[src/rtl/tinsel_acc_pkg.sv]
// Shared Tinsel NoC types for the forwarding/multicast accelerator: mesh sizes,
// NetAddr and Msg layouts, the fanout field position and the engine state type.
package tinsel_acc_pkg;

  localparam int TinselMeshXBits          = 2;
  localparam int TinselMeshYBits          = 2;
  localparam int TinselMailboxMeshXBits   = 2;
  localparam int TinselMailboxMeshYBits   = 2;
  localparam int TinselLogCoresPerMailbox = 2;
  localparam int TinselLogThreadsPerCore  = 4;
  localparam int TinselWordsPerMsg        = 4;
  localparam int TinselLogWordsPerMsg     = 2;

  localparam int FANOUT_BITS = 8;
  localparam int FANOUT_LSB  = 32;
  localparam int CT_BITS     = TinselLogCoresPerMailbox + TinselLogThreadsPerCore;

  typedef struct packed {
    logic [TinselMeshYBits-1:0]          board_y;
    logic [TinselMeshXBits-1:0]          board_x;
    logic [TinselMailboxMeshYBits-1:0]   tile_y;
    logic [TinselMailboxMeshXBits-1:0]   tile_x;
    logic [TinselLogCoresPerMailbox-1:0] core_id;
    logic [TinselLogThreadsPerCore-1:0]  thread_id;
  } NetAddr;

  localparam int NA_W = $bits(NetAddr);

  typedef struct packed {
    NetAddr                               dest;
    logic [TinselLogWordsPerMsg-1:0]      numWords;
    logic                                 isIdleToken;
    logic [TinselWordsPerMsg*32-1:0]      payload;
  } Msg;

  localparam int MSG_W = $bits(Msg);

  typedef enum logic {
    ST_IDLE = 1'b0,
    ST_EMIT = 1'b1
  } eng_state_t;

  // Offset the {core,thread} field by k modulo its width; tile/board fields never see a carry.
  function automatic NetAddr copy_dest(input NetAddr base, input logic [CT_BITS-1:0] k);
    NetAddr d;
    d = base;
    {d.core_id, d.thread_id} = {base.core_id, base.thread_id} + k;
    return d;
  endfunction

endpackage

[src/rtl/fwd_acc_fifo.sv]
// Power-of-two FIFO with registered full/empty, state updated on the falling clock edge.
// A push into a full FIFO succeeds when a pop happens in the same cycle.
module fwd_acc_fifo #(
  parameter int DATA_W = 8,
  parameter int DEPTH  = 4
) (
  input  logic              clk,
  input  logic              rst_n,
  input  logic              push,
  input  logic [DATA_W-1:0] push_data,
  input  logic              pop,
  output logic [DATA_W-1:0] head,
  output logic              full,
  output logic              empty
);

  localparam int AW = (DEPTH > 1) ? $clog2(DEPTH) : 1;

  logic [DATA_W-1:0] mem [DEPTH];
  logic [AW-1:0]     wr_ptr;
  logic [AW-1:0]     rd_ptr;
  logic [AW-1:0]     wr_nxt;
  logic [AW-1:0]     rd_nxt;
  logic              do_push;
  logic              do_pop;

  assign do_pop  = pop && !empty;
  assign do_push = push && (!full || do_pop);
  assign wr_nxt  = wr_ptr + AW'(1);
  assign rd_nxt  = rd_ptr + AW'(1);
  assign head    = mem[rd_ptr];

  always_ff @(negedge clk) begin
    if (do_push) mem[wr_ptr] <= push_data;
  end

  always_ff @(negedge clk or negedge rst_n) begin
    if (!rst_n) begin
      wr_ptr <= '0;
      rd_ptr <= '0;
      full   <= 1'b0;
      empty  <= 1'b1;
    end else begin
      case ({do_push, do_pop})
        2'b10: begin
          wr_ptr <= wr_nxt;
          empty  <= 1'b0;
          full   <= (wr_nxt == rd_ptr);
        end
        2'b01: begin
          rd_ptr <= rd_nxt;
          full   <= 1'b0;
          empty  <= (rd_nxt == wr_ptr);
        end
        2'b11: begin
          wr_ptr <= wr_nxt;
          rd_ptr <= rd_nxt;
        end
        default: ;
      endcase
    end
  end

endmodule

[src/rtl/fwd_multicast_accelerator.sv]
// Tinsel NoC forwarding accelerator: forwards each message to the address in payload word 0.
// Define FWD_MULTICAST_ACC_MULTICAST_EN to emit F = word1[7:0] copies to consecutive threads.
module fwd_multicast_accelerator
  import tinsel_acc_pkg::*;
#(
  parameter int TILE_X    = 0,
  parameter int TILE_Y    = 0,
  parameter int IN_DEPTH  = 4,
  parameter int OUT_DEPTH = 4
) (
  input  logic                       clk,
  input  logic                       rst_n,
  input  logic [TinselMeshXBits-1:0] board_x,
  input  logic [TinselMeshYBits-1:0] board_y,
  input  logic [MSG_W-1:0]           in_data,
  input  logic                       in_valid,
  output logic                       in_ready,
  output logic [MSG_W-1:0]           out_data,
  output logic                       out_valid,
  input  logic                       out_ready
);

  localparam logic [TinselLogWordsPerMsg-1:0] NUM_WORDS_M1 =
    TinselLogWordsPerMsg'(TinselWordsPerMsg - 1);

  logic [MSG_W-1:0] in_fifo_head;
  logic [MSG_W-1:0] out_fifo_head;
  Msg               in_head;
  Msg               out_msg;
  logic             in_full;
  logic             in_empty;
  logic             out_full;
  logic             out_empty;
  logic             in_push;
  logic             in_pop;
  logic             out_push;
  logic             load_hold;
  logic             k_inc;
  logic             emit_last;
  logic             active;
  eng_state_t       state;
  eng_state_t       state_nxt;
  logic [TinselWordsPerMsg*32-1:0] hold_p1;
  logic             unused_ok;

  assign unused_ok = ^{board_x, board_y, in_head.dest, in_head.numWords, TILE_X[0], TILE_Y[0]};

  // in_ready stays low until the first falling edge after reset is released.
  always_ff @(negedge clk or negedge rst_n) begin
    if (!rst_n) active <= 1'b0;
    else        active <= 1'b1;
  end

  assign in_ready  = active && !in_full;
  assign in_push   = in_valid && in_ready;
  assign in_head   = Msg'(in_fifo_head);
  assign out_valid = !out_empty;
  assign out_data  = out_valid ? out_fifo_head : '0;

  fwd_acc_fifo #(.DATA_W(MSG_W), .DEPTH(IN_DEPTH)) u_in_fifo (
    .clk       (clk),
    .rst_n     (rst_n),
    .push      (in_push),
    .push_data (in_data),
    .pop       (in_pop),
    .head      (in_fifo_head),
    .full      (in_full),
    .empty     (in_empty)
  );

  fwd_acc_fifo #(.DATA_W(MSG_W), .DEPTH(OUT_DEPTH)) u_out_fifo (
    .clk       (clk),
    .rst_n     (rst_n),
    .push      (out_push),
    .push_data (out_msg),
    .pop       (out_ready),
    .head      (out_fifo_head),
    .full      (out_full),
    .empty     (out_empty)
  );

`ifdef FWD_MULTICAST_ACC_MULTICAST_EN
  logic [FANOUT_BITS-1:0] fanout;
  logic [FANOUT_BITS-1:0] k_p1;

  assign fanout    = hold_p1[FANOUT_LSB +: FANOUT_BITS];
  assign emit_last = (fanout == '0) || (k_p1 == fanout - 1'b1);

  always_ff @(negedge clk or negedge rst_n) begin
    if (!rst_n)         k_p1 <= '0;
    else if (load_hold) k_p1 <= '0;
    else if (k_inc)     k_p1 <= k_p1 + 1'b1;
  end

  always_comb begin
    out_msg             = '0;
    out_msg.dest        = copy_dest(NetAddr'(hold_p1[NA_W-1:0]), k_p1[CT_BITS-1:0]);
    out_msg.numWords    = NUM_WORDS_M1;
    out_msg.isIdleToken = 1'b0;
    out_msg.payload     = hold_p1;
  end
`else
  assign emit_last = 1'b1;

  always_comb begin
    out_msg             = '0;
    out_msg.dest        = NetAddr'(hold_p1[NA_W-1:0]);
    out_msg.numWords    = NUM_WORDS_M1;
    out_msg.isIdleToken = 1'b0;
    out_msg.payload     = hold_p1;
  end
`endif

  // Hold stage: payload of the message currently being emitted.
  always_ff @(negedge clk) begin
    if (load_hold) hold_p1 <= in_head.payload;
  end

  always_ff @(negedge clk or negedge rst_n) begin
    if (!rst_n) state <= ST_IDLE;
    else        state <= state_nxt;
  end

  always_comb begin
    state_nxt = state;
    case (state)
      ST_IDLE: if (!in_empty && !in_head.isIdleToken) state_nxt = ST_EMIT;
      ST_EMIT: if (!out_full && emit_last && (in_empty || in_head.isIdleToken))
                 state_nxt = ST_IDLE;
      default: state_nxt = ST_IDLE;
    endcase
  end

  // On the last copy the next head is popped in the same cycle to sustain one message per cycle.
  always_comb begin
    in_pop    = 1'b0;
    out_push  = 1'b0;
    load_hold = 1'b0;
    k_inc     = 1'b0;
    case (state)
      ST_IDLE: begin
        if (!in_empty) begin
          in_pop    = 1'b1;
          load_hold = !in_head.isIdleToken;
        end
      end
      ST_EMIT: begin
        if (!out_full) begin
          out_push = 1'b1;
          if (emit_last) begin
            in_pop    = !in_empty;
            load_hold = !in_empty && !in_head.isIdleToken;
          end else begin
            k_inc = 1'b1;
          end
        end
      end
      default: ;
    endcase
  end

endmodule

[config.mk]
export PLATFORM = sky130hd
export DESIGN_NAME = fwd_multicast_accelerator
export DESIGN_NICKNAME = d
export VERILOG_FILES = /design/src/rtl/tinsel_acc_pkg.sv /design/src/rtl/fwd_acc_fifo.sv /design/src/rtl/fwd_multicast_accelerator.sv
export SDC_FILE = /design/constraint.sdc
export NUM_CORES = 1
export LEC_CHECK = 0
export CAP_MARGIN = 20
export CELL_PAD_IN_SITES_DETAIL_PLACEMENT = 1
export CELL_PAD_IN_SITES_GLOBAL_PLACEMENT = 1
export CORE_ASPECT_RATIO = 1.5
export CORE_MARGIN = 4
export CORE_UTILIZATION = 35
export CTS_CLUSTER_SIZE = 28
export DETAILED_ROUTE_END_ITERATION = 8
export PLACE_DENSITY = 0.67
export SYNTH_ARGS = -nofsm -noshare
export SYNTH_HDL_FRONTEND = slang
export SYNTH_SLANG_ARGS = --single-unit
export TNS_END_PERCENT = 30
[constraint.sdc]
create_clock -name clk -period 7.2 [get_ports clk]
set_clock_uncertainty 0.15 [all_clocks]
set_input_delay 1.8 -clock clk [delete_from_list [all_inputs] [get_ports clk]]
set_output_delay 1.8 -clock clk [all_outputs]
set_load 0.02 [all_outputs]
==> summary.md <==
| Metric | Value |
|---|---|
| Status | complete, but fails checks |
| Failing checks | setup timing |
| CP arrival | 6.16 ns |
| Post-synth top cells | edfxtp_1 (1,156), mux4_2 (257), and2_1 (136) |
| TritonCTS clock tree | yes |
| Pwr Total | 27.58 mW |
| R2R depth | 4 |
| Critical path type | register to output port |
| Worst rel slew slack | 36.49% |
| Post-DP HPWL | 55.90 mm |
| Place WS | -0.6911 ns |
| Synth cell types | 27 |
| CORE AREA | 120,800 um2 |
| Final core utilization | 47.33% |
| Yosys warning total | 0 |
| Ranking of synthesized cells by area | edfxtp_1 (81%), mux4_2 (14%), and2_1 (2.0%) |
| Req. time, crit path | 5.25 ns |
| Max_cap viols | 0 |
| Leak Pwr | 23.51 nW |
| Vias | 23,042 |
| Area grow syn2layout | 33.88% |
| TritonCTS buffer count | 112 |
| Largest net degree at the start of global routing | 132 |
| Clock Path Buffers | 3 |
| Final instance area | 57,190 um2 |
| Initial antenna violation count | 18 |
| Post-DP Area | 48,110 um2 |
| Synth top area share | 81.27% |
| Routed vias/inst | 4.625 |
| Nets | 3,460 |
| Max stage delay cell, worst path | mux4_2 |
| Setup crit end | out_data[33] |
| First-pass GRT wire length | 162.6 mm |
| DR iter-0 viols | 1,214 |
| Synth area leader | edfxtp_1 |
| Final hold viol count | 0 |
| Num rows | 156 |
| Count leader, synth | edfxtp_1 |
| Cell count after synthesis | 1,720 |
| Synth Flop Type | edfxtp_1 |
| Unrepaired setup endpoints after global routing | yes |
| Crit Path Max Fanout | 6 |
| Port Buf Inserts | 278 |
| GRT Total Usage | 16.88% |
| # setup viols final | 145 |
| Grt total ovfl | 0 |
| # DRC | 0 |
| Die W | 293.2 um |
| Sink Count | 1,170 |
| Non-filler cells, final | 4,982 |
| Reg2reg start | u_in_fifo.rd_ptr[0] |
| DRT Pass-1 Iters | 5 |
| CP dominant cell by count | buf_12 |
| Max VDD drop | 0.0003939 V |
| Synth Cell Area | 42,710 um2 |
| Max stage delay on crit path | 0.49 ns |
| Number of global-route vias before repair | 29,397 |
| Die Span Y | 435.9 um |
| Final setup TNS | -115.02 ns |
| Max-slew violation count | 0 |
| Yosys reg bits | 1,170 |
| Asr flop ratio synth | 1.197% |
| Crit. Startpoint | u_out_fifo.rd_ptr[0] |
| I/O pins | 300 |
| Inst Count DP | 3,574 |
| R2R setup slack | 3.38 ns |
| CTS Hold Buffers Added | 0 |
| Initial Util | 35.35% |
| Die area | 127,800 um2 |
| Startpoint Class | register |
| Pwr/cell area | 482.3 nW/um2 |
| Post-synth EDFFs | 1,156 |
| Hold Crit Class | register to register |
| Fraction of layout cells with a size suffix above 1 | 23.86% |
| Net Count, Synth | 1,884 |
| Reg-to-reg endpoint | hold_p1[110] |
| Htree depth | 3 |
| Avg Cell Area, Syn | 24.83 um2 |
| Drt wl/cell | 21.42 um |
| Worst-Skew Late Latency | 0.72 ns |
| Hold_ws | 0.3112 ns |
| Post-Route WL | 106.7 mm |
| Crit path capture type | output port |
| Tightest Pin Transition | 0.9527 ns |
| Root buf cell | clkbuf_16 |
| Register area share after synthesis | 82.10% |
| Crit path cell chain | buf_6, buf_12, buf_12, buf_12, mux4_2, and2_1, buf_2 |
| Final Wtd Congestion | 0.7330 |
| Clock Pin Slew Worst Setup and Hold Paths | 0.05 ns |
| Post-route worst setup slack | -0.9055 ns |
| Antenna Nets Post-Route | 0 |
[critical path, delay by kind of cell (launching register included)]
| kind | cells | cell delay [ns] |
|---|---|---|
| buffers and inverters | 5 | 0.76 |
| multiplexers | 1 | 0.49 |
| flip-flops | 1 | 0.43 |
| AND/OR/NAND/NOR | 1 | 0.19 |
[power breakdown]
part	switching (mW)	internal, mW
Combinational	4.07	3.70
Clock	4.45	4.75
Sequential	0.670	9.94
[logic make-up (layout without fill, tap and decap cells)]
| family | Yosys count | count (layout) | synth area share [%] |
|---|---|---|---|
| DFF | 1170 | 1170 | 82.10 |
| muxes | 260 | 260 | 13.62 |
| and+or+nand+nor | 156 | 156 | 2.226 |
| buffers and inverters | 104 | 1771 | 1.397 |
| adders and majority gates | 11 | 11 | 0.3222 |
| xor gates and xnor gates | 10 | 10 | 0.2050 |
| AOI/OAI and AO/OA | 7 | 7 | 0.1113 |
| other | 2 | 17 | 0.01758 |
[placed cells by master (no fill, tap or decap), types with 3 or more instances in the layout]
master           instances
inv_6                    4
buf_4                   58
and2_4                  90
buf_16                   6
ha_1                    11
diode_2                 15
edfxtp_1              1156
dfrtn_1                 12
xnor2_1                  6
inv_1                 1183
buf_2                   39
clkdlybuf4s50_1        132
bufinv_16               27
buf_6                   94
xor2_1                   4
inv_4                   17
inv_8                    3
nor2b_1                  7
buf_8                    7
clkinv_4                 4
nand2_1                  8
clkdlybuf4s15_2          6
clkinvlp_2              18
clkbuf_16              117
buf_12                  46
and2_1                  45
mux4_2                 257
clkbuf_2                 8
[sequential cells by signal (all words and copies together) (netlist names)]
signal / count
u_in_fifo.empty: 1
u_in_fifo.wr_ptr: 2
u_out_fifo.mem: 512
u_out_fifo.wr_ptr: 2
u_out_fifo.empty: 1
state: 1
u_out_fifo.rd_ptr: 2
u_in_fifo.mem: 516
active: 1
u_in_fifo.full: 1
hold_p1: 128
u_out_fifo.full: 1
u_in_fifo.rd_ptr: 2
[timing repair]
action,CTS,global route
setup endpoints to repair,145,145
buffers inserted,8,19
pin swaps,13,51
gates cloned,2,2
resized for setup,526,266
[per-layer routing]
layer / share of wire, % / wire, um / GRT usage, % / up-vias
li1: - / - / - / 10340
met4: 2.9 / 3089 / 9.847 / 2
met1: 37 / 39250 / 17.38 / 11955
met5: 0.012 / 13 / 0 / -
met2: 56 / 59270 / 29.26 / 561
met3: 4.7 / 5061 / 6.302 / 184
[layout make-up]
| class | count | area [um2] |
|---|---|---|
| Clock inverter | 1248 | 5539 |
| Multi-Input combinational cell | 446 | 7284 |
| Inverter | 10 | 45.04 |
| Timing Repair Buffer | 398 | 4359 |
| Clock buffer | 115 | 2878 |
| Sequential cell | 1170 | 35070 |
| Tap cell | 1580 | 1977 |
| Fill cell | 11492 | 63630 |
| Antenna cell | 15 | 37.54 |
[how the worst min path moves through the flow]
stage	to	startpoint	depth (start not counted)
finish	u_out_fifo.mem[0][108]	hold_p1[108]	0
global route	u_out_fifo.mem[0][108]	hold_p1[108]	0
CTS	u_out_fifo.mem[0][108]	hold_p1[108]	0
detailed placement	u_out_fifo.mem[0][108]	hold_p1[108]	0
global placement	state	u_in_fifo.empty	1
floorplan	state	u_in_fifo.empty	1
Note: power is estimated with default switching activity, not from simulation.
